### src/rtl/cpu_pkg.sv
// Shared CPU definitions: ALU_Control encodings and the mul/div sequencer states.
package cpu_pkg;

  localparam logic [3:0] ALU_AND = 4'b0000;
  localparam logic [3:0] ALU_OR  = 4'b0001;
  localparam logic [3:0] ALU_XOR = 4'b0010;
  localparam logic [3:0] ALU_ADD = 4'b0011;
  localparam logic [3:0] ALU_SUB = 4'b0100;
  localparam logic [3:0] ALU_MUL = 4'b0101;
  localparam logic [3:0] ALU_DIV = 4'b0110;
  localparam logic [3:0] ALU_SLT = 4'b0111;
  localparam logic [3:0] ALU_SLL = 4'b1000;
  localparam logic [3:0] ALU_SRL = 4'b1001;

  typedef enum logic [1:0] {
    IDLE = 2'd0,
    MUL  = 2'd1,
    DIV  = 2'd2,
    DONE = 2'd3
  } state_t;

  // True for the ALU_Control codes handled by the multi-cycle unit.
  function automatic logic is_muldiv(input logic [3:0] ctl);
    return (ctl == ALU_MUL) || (ctl == ALU_DIV);
  endfunction

endpackage

### src/rtl/muldiv_sequencer_if.sv
// Execute-stage <-> mul/div sequencer handshake and result bus.
interface muldiv_sequencer_if #(
  parameter int unsigned N = 32
);
  logic         start;
  logic [3:0]   alu_control;
  logic [N-1:0] op_a;
  logic [N-1:0] op_b;
  logic         stall;
  logic         busy;
  logic         done;
  logic [N-1:0] result;
  logic [N-1:0] remainder;
  logic         div_by_zero;

  modport master (
    output start, alu_control, op_a, op_b,
    input  stall, busy, done, result, remainder, div_by_zero
  );

  modport slave (
    input  start, alu_control, op_a, op_b,
    output stall, busy, done, result, remainder, div_by_zero
  );
endinterface

### src/rtl/muldiv_step.sv
// One iteration of shift-add multiply or restoring unsigned divide.
// MUL: sh_a = multiplicand, sh_b = multiplier, acc = product.
// DIV: sh_a = dividend, sh_b = divisor (static), acc = quotient, rem = partial remainder.
module muldiv_step #(
  parameter int unsigned N = 32
) (
  input  logic         is_div,
  input  logic [N-1:0] acc,
  input  logic [N:0]   rem,
  input  logic [N-1:0] sh_a,
  input  logic [N-1:0] sh_b,
  output logic [N-1:0] acc_next,
  output logic [N:0]   rem_next,
  output logic [N-1:0] sh_a_next,
  output logic [N-1:0] sh_b_next
);

  logic [N:0] rem_shift;
  logic [N:0] trial;

  // Next-iteration datapath values for the selected operation.
  always_comb begin
    acc_next  = acc;
    rem_next  = rem;
    sh_a_next = sh_a << 1;
    sh_b_next = sh_b;
    rem_shift = '0;
    trial     = '0;
    if (is_div) begin
      rem_shift = {rem[N-1:0], sh_a[N-1]};
      trial     = rem_shift - {1'b0, sh_b};
      if (rem_shift >= {1'b0, sh_b}) begin
        rem_next = trial;
        acc_next = {acc[N-2:0], 1'b1};
      end else begin
        rem_next = rem_shift;
        acc_next = {acc[N-2:0], 1'b0};
      end
    end else begin
      if (sh_b[0]) begin
        acc_next = acc + sh_a;
      end
      sh_b_next = sh_b >> 1;
    end
  end

endmodule

### src/rtl/muldiv_sequencer.sv
// Multi-cycle MUL/DIV controller: stalls the pipeline for N iterations,
// then presents result/remainder for one cycle with done.
module muldiv_sequencer #(
  parameter int unsigned N = 32
) (
  input  logic              clk,
  input  logic              rst_n,
  muldiv_sequencer_if.slave bus
);
  import cpu_pkg::*;

  localparam int unsigned CW = $clog2(N) + 1;

  state_t        state;
  state_t        state_next;
  logic [CW-1:0] count;
  logic          op_div;
  logic [N-1:0]  acc;
  logic [N:0]    rem;
  logic [N-1:0]  sh_a;
  logic [N-1:0]  sh_b;
  logic [N-1:0]  acc_next;
  logic [N:0]    rem_next;
  logic [N-1:0]  sh_a_next;
  logic [N-1:0]  sh_b_next;
  logic [N-1:0]  result_q;
  logic [N-1:0]  remainder_q;
  logic          dbz_q;

  logic accept;
  logic accept_div;
  logic div_zero;
  logic running;
  logic last;

  assign accept     = (state == IDLE) && bus.start && is_muldiv(bus.alu_control);
  assign accept_div = bus.alu_control == ALU_DIV;
  assign div_zero   = accept && accept_div && (bus.op_b == '0);
  assign running    = (state == MUL) || (state == DIV);
  assign last       = count == CW'(1);

  muldiv_step #(.N(N)) u_step (
    .is_div    (op_div),
    .acc       (acc),
    .rem       (rem),
    .sh_a      (sh_a),
    .sh_b      (sh_b),
    .acc_next  (acc_next),
    .rem_next  (rem_next),
    .sh_a_next (sh_a_next),
    .sh_b_next (sh_b_next)
  );

  // State register.
  always_ff @(posedge clk or negedge rst_n) begin
    if (!rst_n) begin
      state <= IDLE;
    end else begin
      state <= state_next;
    end
  end

  // Next-state logic; divide by zero skips the iteration states.
  always_comb begin
    state_next = state;
    unique case (state)
      IDLE: begin
        if (accept) begin
          if (div_zero) begin
            state_next = DONE;
          end else if (accept_div) begin
            state_next = DIV;
          end else begin
            state_next = MUL;
          end
        end
      end
      MUL:  if (last) state_next = DONE;
      DIV:  if (last) state_next = DONE;
      DONE: state_next = IDLE;
    endcase
  end

  // Operand latch on accept, one iteration per busy cycle.
  always_ff @(posedge clk or negedge rst_n) begin
    if (!rst_n) begin
      count  <= '0;
      op_div <= 1'b0;
      acc    <= '0;
      rem    <= '0;
      sh_a   <= '0;
      sh_b   <= '0;
    end else if (accept) begin
      count  <= CW'(N);
      op_div <= accept_div;
      acc    <= '0;
      rem    <= '0;
      sh_a   <= bus.op_a;
      sh_b   <= bus.op_b;
    end else if (running) begin
      count  <= count - CW'(1);
      acc    <= acc_next;
      rem    <= rem_next;
      sh_a   <= sh_a_next;
      sh_b   <= sh_b_next;
    end
  end

  // Result registers load only on the transition into DONE and hold otherwise.
  // The final iteration's step outputs are captured directly, so no extra cycle is spent.
  always_ff @(posedge clk or negedge rst_n) begin
    if (!rst_n) begin
      result_q    <= '0;
      remainder_q <= '0;
      dbz_q       <= 1'b0;
    end else if (div_zero) begin
      result_q    <= '1;
      remainder_q <= bus.op_a;
      dbz_q       <= 1'b1;
    end else if (running && last) begin
      result_q    <= acc_next;
      remainder_q <= op_div ? rem_next[N-1:0] : '0;
      dbz_q       <= 1'b0;
    end
  end

  assign bus.busy        = running;
  assign bus.done        = state == DONE;
  assign bus.stall       = accept | running;
  assign bus.result      = result_q;
  assign bus.remainder   = remainder_q;
  assign bus.div_by_zero = dbz_q;

endmodule
### src/flat_wrapper.sv
// flat-port wrapper written by rule: the top's interface ports become plain ports
module muldiv_sequencer_flat import cpu_pkg::*;
#(
  parameter int unsigned N = 32
)
  (clk, rst_n, bus_start, bus_alu_control, bus_op_a, bus_op_b, bus_stall, bus_busy, bus_done, bus_result, bus_remainder, bus_div_by_zero);
  muldiv_sequencer_if #(.N(N)) bus_i ();
  input  logic clk;
  input  logic rst_n;
  input wire logic [$bits(bus_i.start)-1:0] bus_start;
  input wire logic [$bits(bus_i.alu_control)-1:0] bus_alu_control;
  input wire logic [$bits(bus_i.op_a)-1:0] bus_op_a;
  input wire logic [$bits(bus_i.op_b)-1:0] bus_op_b;
  output wire logic [$bits(bus_i.stall)-1:0] bus_stall;
  output wire logic [$bits(bus_i.busy)-1:0] bus_busy;
  output wire logic [$bits(bus_i.done)-1:0] bus_done;
  output wire logic [$bits(bus_i.result)-1:0] bus_result;
  output wire logic [$bits(bus_i.remainder)-1:0] bus_remainder;
  output wire logic [$bits(bus_i.div_by_zero)-1:0] bus_div_by_zero;
  assign bus_i.start = bus_start;
  assign bus_i.alu_control = bus_alu_control;
  assign bus_i.op_a = bus_op_a;
  assign bus_i.op_b = bus_op_b;
  assign bus_stall = bus_i.stall;
  assign bus_busy = bus_i.busy;
  assign bus_done = bus_i.done;
  assign bus_result = bus_i.result;
  assign bus_remainder = bus_i.remainder;
  assign bus_div_by_zero = bus_i.div_by_zero;
  muldiv_sequencer #(.N(N)) u_core (.clk(clk), .rst_n(rst_n), .bus(bus_i));
endmodule
### config.mk
export PLATFORM = sky130hd
export DESIGN_NAME = muldiv_sequencer_flat
export DESIGN_NICKNAME = d
export VERILOG_FILES = /design/src/rtl/cpu_pkg.sv /design/src/rtl/muldiv_sequencer_if.sv /design/src/rtl/muldiv_step.sv /design/src/rtl/muldiv_sequencer.sv /design/src/flat_wrapper.sv
export SDC_FILE = /design/constraint.sdc
export NUM_CORES = 1
export LEC_CHECK = 0
export ABC_AREA = 1
export CAP_MARGIN = 20
export CORE_ASPECT_RATIO = 1.4
export CORE_MARGIN = 5
export CORE_UTILIZATION = 59
export DETAILED_ROUTE_END_ITERATION = 16
export GPL_ROUTABILITY_DRIVEN = 0
export GPL_TIMING_DRIVEN = 0
export PLACE_DENSITY = 0.8
export SYNTH_ARGS = -nofsm -noshare
export SYNTH_HDL_FRONTEND = slang
export SYNTH_SLANG_ARGS = --single-unit
### constraint.sdc
create_clock -name clk -period 3.2 [get_ports clk]
set_input_delay 0.96 -clock clk [delete_from_list [all_inputs] [get_ports clk]]
set_output_delay 0.96 -clock clk [all_outputs]
set_load 0.05 [all_outputs]
**Word-level counts from Yosys, hierarchy flattened**

Index checks and enable logic that the tools add are counted.
W data, S select, Z words.

- Register bits after elaboration: 202
- Bits of input ports: 71
- Output and inout bits: 68
- Word-level logic and storage cells: 66

- Add/sub/neg operators: 3
- Order comparisons: 1
- Equal/unequal tests: 9
- Muxes and demuxes: 28
- Bitwise operators: 1
- Reduce and logical (&&, ||, !) cells: 14

Operator list:

| kind | number |
|---|---|
| $mux W32 | 18 |
| $ge A33 B32 Y1 | 1 |
| $add A32 B32 Y32 | 1 |
| $logic_not A32 Y1 | 1 |
| $sub A32 B32 Y32 | 1 |
| $mux W6 | 2 |
| $eq A4 B3 Y1 const B | 2 |
| $mux W2 | 4 |
| $eq A6 B1 Y1 const B | 1 |
| $pmux W2 S3 | 1 |
| $sub A6 B1 Y6 const B | 1 |
| $logic_and A1 B1 Y1 | 5 |
| $eq A2 B2 Y1 const B | 2 |
| $ne A2 B1 Y1 const B | 2 |
| $reduce_and A2 Y1 | 2 |
| $reduce_bool A2 Y1 | 2 |
| $mux W1 | 3 |
| $eq A2 B1 Y1 const B | 1 |
| $logic_not A2 Y1 | 1 |
| $logic_or A1 B1 Y1 | 2 |
| $ne A2 B2 Y1 const B | 1 |
| $reduce_or A2 Y1 | 1 |
| $or A1 B1 Y1 | 1 |

**Longest topological paths before layout**

- Depth in word-level cells: 8
- Gate-level depth with buffers: 18
- Mapped depth without buffers: 18

**Hierarchy**

Synthesis repeated with hierarchy kept, for this count alone.

- Cell total of the unflattened synthesis: 2720
- Area total of the unflattened synthesis: 16707.3 µm²

Modules (own cells, without submodules):

| module | times used | cells an instance | area each (µm²) | seq. area each (µm²) |
|---|---|---|---|---|
| muldiv_sequencer | 1 | 1261 | 9773.1 | 5079.9 |
| muldiv_step | 1 | 1459 | 6934.2 | 0.0 |

**Least setup slack after synthesis**

Ideal clock, no wire load.

- Path type: input to output
- Start: input port bus_alu_control[2]
- End: output port bus_stall
- Arrival: 2.042 ns
- Setup slack: 0.198 ns
- Stages: 9
- Path through: inv_1 nor2_1 inv_1 nor3_2 nand2_1 inv_2 nor2_2 inv_2 buf_2

- Cells in the longest elaborated chain, start to end: 4
- Elaborated cells between the ends (all ways): 5
- Classes of those cells: 2 x eq/ne; 1 x bitwise; 2 x reduce/logical

Ends and longest elaborated chain:

| what | RTL line | RTL |
|---|---|---|
| start: declaration | flat_wrapper.sv:11 | `input wire logic [$bits(bus_i.alu_control)-1:0] bus_alu_control;` |
| $eq A4 B3 Y1 | cpu_pkg.sv:24 | `return (ctl == ALU_MUL) \|\| (ctl == ALU_DIV);` |
| $logic_or A1 B1 Y1 * | cpu_pkg.sv:24 |  |
| $logic_and A1 B1 Y1 * | muldiv_sequencer.sv:36 | `assign accept = (state == IDLE) && bus.start && is_muldiv(bus.alu_control);` |
| $or A1 B1 Y1 * | muldiv_sequencer.sv:129 | `assign bus.stall = accept \| running;` |
| end: declaration | flat_wrapper.sv:14 | `output wire logic [$bits(bus_i.stall)-1:0] bus_stall;` |

Every way passes the cells marked *; elsewhere a longest branch is shown, timed or not.

**Worst setup path in the final report**

- Start: input port bus_start
- End: output port bus_stall

- Cells in the longest elaborated chain, start to end: 3

Ends and longest elaborated chain:

| what | RTL line | RTL |
|---|---|---|
| start: declaration | flat_wrapper.sv:10 | `input wire logic [$bits(bus_i.start)-1:0] bus_start;` |
| $logic_and A1 B1 Y1 (2 in series) | muldiv_sequencer.sv:36 |  |
| $or A1 B1 Y1 | muldiv_sequencer.sv:129 |  |

Every way passes these cells.

==> impl_metrics.toml <==
[route]
routedWlPerCell_um = 18.7
via_count = 15200
drcViolationCount = 0
wl_um = 48900
ant_nets = 0
vias_per_cell = 5.81
first_pass_iters = 5
drtIter0Drc = 1170

[synthesis]
synth_cells = 2121
synth_area_leaders = "dfrtp_1, nand2_1, inv_1"
ys_seq_area_share_pct = 34.9
ys.flop_type = "dfrtp_1"
ys_ff_latch = 202
avgSynthCellArea_sq_um = 6.84
syn-num-nets = 2261
yosysMostFrequentCell = "nand2_1"
yosysUniqueCellTypes = 45
synth-edff-count = 0
async_flop_share_pct = 100
synth.top_cell.area_share_pct = 34.9
synth_top_cells_by_count = "nand2_1, inv_1, nor2_1"
synth_area_leader_cell = "dfrtp_1"
ys_warn_count = 0
syn-cell-area_sq_mm = 0.0145

[worst_setup_path]
crit_fanout = 2
max_stage_delay_ns = 0.40
crit_family = "buffers and inverters"
critical-path-slowest-cell = "clkdlybuf4s50_1"
startpoint_type = "input port"
rrSetupSlack_ns = 0.47
worstPathArrival_ns = 2.18
reg2reg_depth = 16
regToRegEndpoint = "u_core.bus.remainder[22]"
r2r-start = "u_core.sh_a[31]"
path_buf_inv = 5
endpoint_kind = "output pin"
worst-setup-path-type = "input port to output pin"
critical_path.cell_chain = "clkdlybuf4s50_1, inv_1, nor3_4, nand2_4, inv_4, nor2_4, clkinv_4, buf_8"
crit_required_ns = 2.24

[sta]
hold_viol_final = 0
rsz0062_at_grt = "no"
clock.fmax_mhz = 318
worst_pin_slew_ns = 0.967
setup_viol = 0
clock_skew_ns = 0.0246
min_period_ns = 3.14
relSlewSlack_pct = 35.1
tns_ns = 0
drv_slew = 0
finalCritPeriodShare_pct = 98.1

[pwr]
p_total_mw = 22.5
worst_ir_drop_vdd_mv = 0.928
p_per_area_mw_per_mm2 = 1310
p_leak_nw = 8.69

[min_path]
hp-class = "input port to asynchronous set/reset pin"

[global_routing]
grt_pass1_vias = 15200
overflow = 0
grtUsageTotal_pct = 34.4
grt_pass1_wl_um = 75900
antenna_found_initial = 0
grt_max_degree = 115

[final_layout]
fin_util_pct = 70.4
syn_to_final_growth_pct = 18.6
drive_above_1_share_pct = 7.33
layout.nets = 2430
instances_no_fill = 2622
design_area_sq_mm = 0.0172

[clock_tree]
path_clk_slew_ns = 0.06
root_buffer = "clkbuf_16"
cts_tree = "done"
cts_buffer_depth = 3
h-tree-depth = 1
numCtsBuffers = 22
clock_sinks = 202
clk_latency_ns = 0.52
cts_hold_buf = 0

[run]
maxCapViolations = 0

[placement]
place_inst = 2575
place_area_sq_mm = 0.0163
dp_hpwl_um = 38500
port_buffers = 138

[floorplan]
die_area_sq_mm = 0.0279
floorplan.initialDensity_pct = 59.4
row_count = 68
core_sq_mm = 0.0244
ios = 139
die_x_um = 142
die-height_um = 195

[outcome]
status = "finished clean"
## per-layer routing
metal  up-vias  part of all wire, %  track usage (%)
met5         -                    0                0
met4         0                  9.8             27.1
met3       256                  6.1             4.36
met2       674                   50             60.8
met1      7088                   35             36.0
li1       7213                    -                -
## kinds of logic after synthesis
logic type / synth area share (%)
buffers and inverters: 9.01
and+or+nand+nor: 34.1
xor gates and xnor gates: 1.51
adders and majority gates: 6.06
DFF: 34.9
AOI/OAI and AO/OA: 14.4
## registers in the layout (all words and copies together), names as in the netlist
register and cells:
u_core.sh_a 32, u_core.state 2, u_core.op_div 1, u_core.count 6, u_core.bus.remainder 32, u_core.rem 32
u_core.bus.result 32, u_core.bus.div_by_zero 1, u_core.acc 32, u_core.sh_b 32
## power breakdown
| group | leakage [nW] | total [mW] | internal (mW) | switching (mW) |
|---|---|---|---|---|
| clock network | 0.379 | 2.77 | 1.71 | 1.06 |
| registers | 2.58 | 4.60 | 3.66 | 0.939 |
| logic | 5.73 | 15.1 | 4.88 | 10.2 |
| total | 8.68 | 22.5 | 10.3 | 12.2 |
## area by class of cell
type                    instances  area [sq um]
repair buffers                146          1470
flip-flops and latches        202          5050
clock inverters                 9           150
multi-input cells            1602          8170
inverters                     237           897
clock buffers                  31           636
well taps                     315           394
fillers                      2081          7230
plain buffers                  79           412
diodes                          1          2.50
## per-stage QoR
stage | setup slack, ns | hold slack, ns
floorplan | 0.198 | 0.471
detailed placement | -1.67 | 0.476
CTS | 0.00908 | 0.478
finish | 0.0602 | 0.447
global placement | -7.22 | 0.475
global route | 0.0336 | 0.506
## cell usage in the layout, fill, tap and decap left out, drive strengths merged, types with 3 or more instances in the layout
cell,n
a21o,6
a21oi,129
a22o,23
a22oi,3
buf,49
bufinv,4
clkbuf,71
clkdlybuf4s50,132
clkinv,6
dfrtp,202
ha,67
inv,234
nand2,729
nand3,153
nand3b,8
nand4,18
nor2,216
nor3,14
nor4,7
o211ai,46
o21ai,120
o21bai,8
o221ai,12
o22ai,6
or2,7
xnor2,8
xor2,17
## what timing repair did
item	4_1_cts	5_1_grt
setup endpoints to repair	1	1
pin swaps	4	2
gates resized for setup	19	6
buffers inserted	6	1
## how the worst max path moves through the flow
stage                       start  depth (start not counted)  slack (ns)                    end
2_1_floorplan  bus_alu_control[2]                          9        0.20              bus_stall
3_3_place_gp                rst_n                          1       -7.22  u_core.bus.result[25]
3_5_place_dp   bus_alu_control[2]                         11       -1.67              bus_stall
4_1_cts        bus_alu_control[1]                         10       0.009              bus_stall
5_1_grt                 bus_start                          8        0.03              bus_stall
6_report                bus_start                          8        0.06              bus_stall
Note: power is estimated with default switching activity, not from simulation.
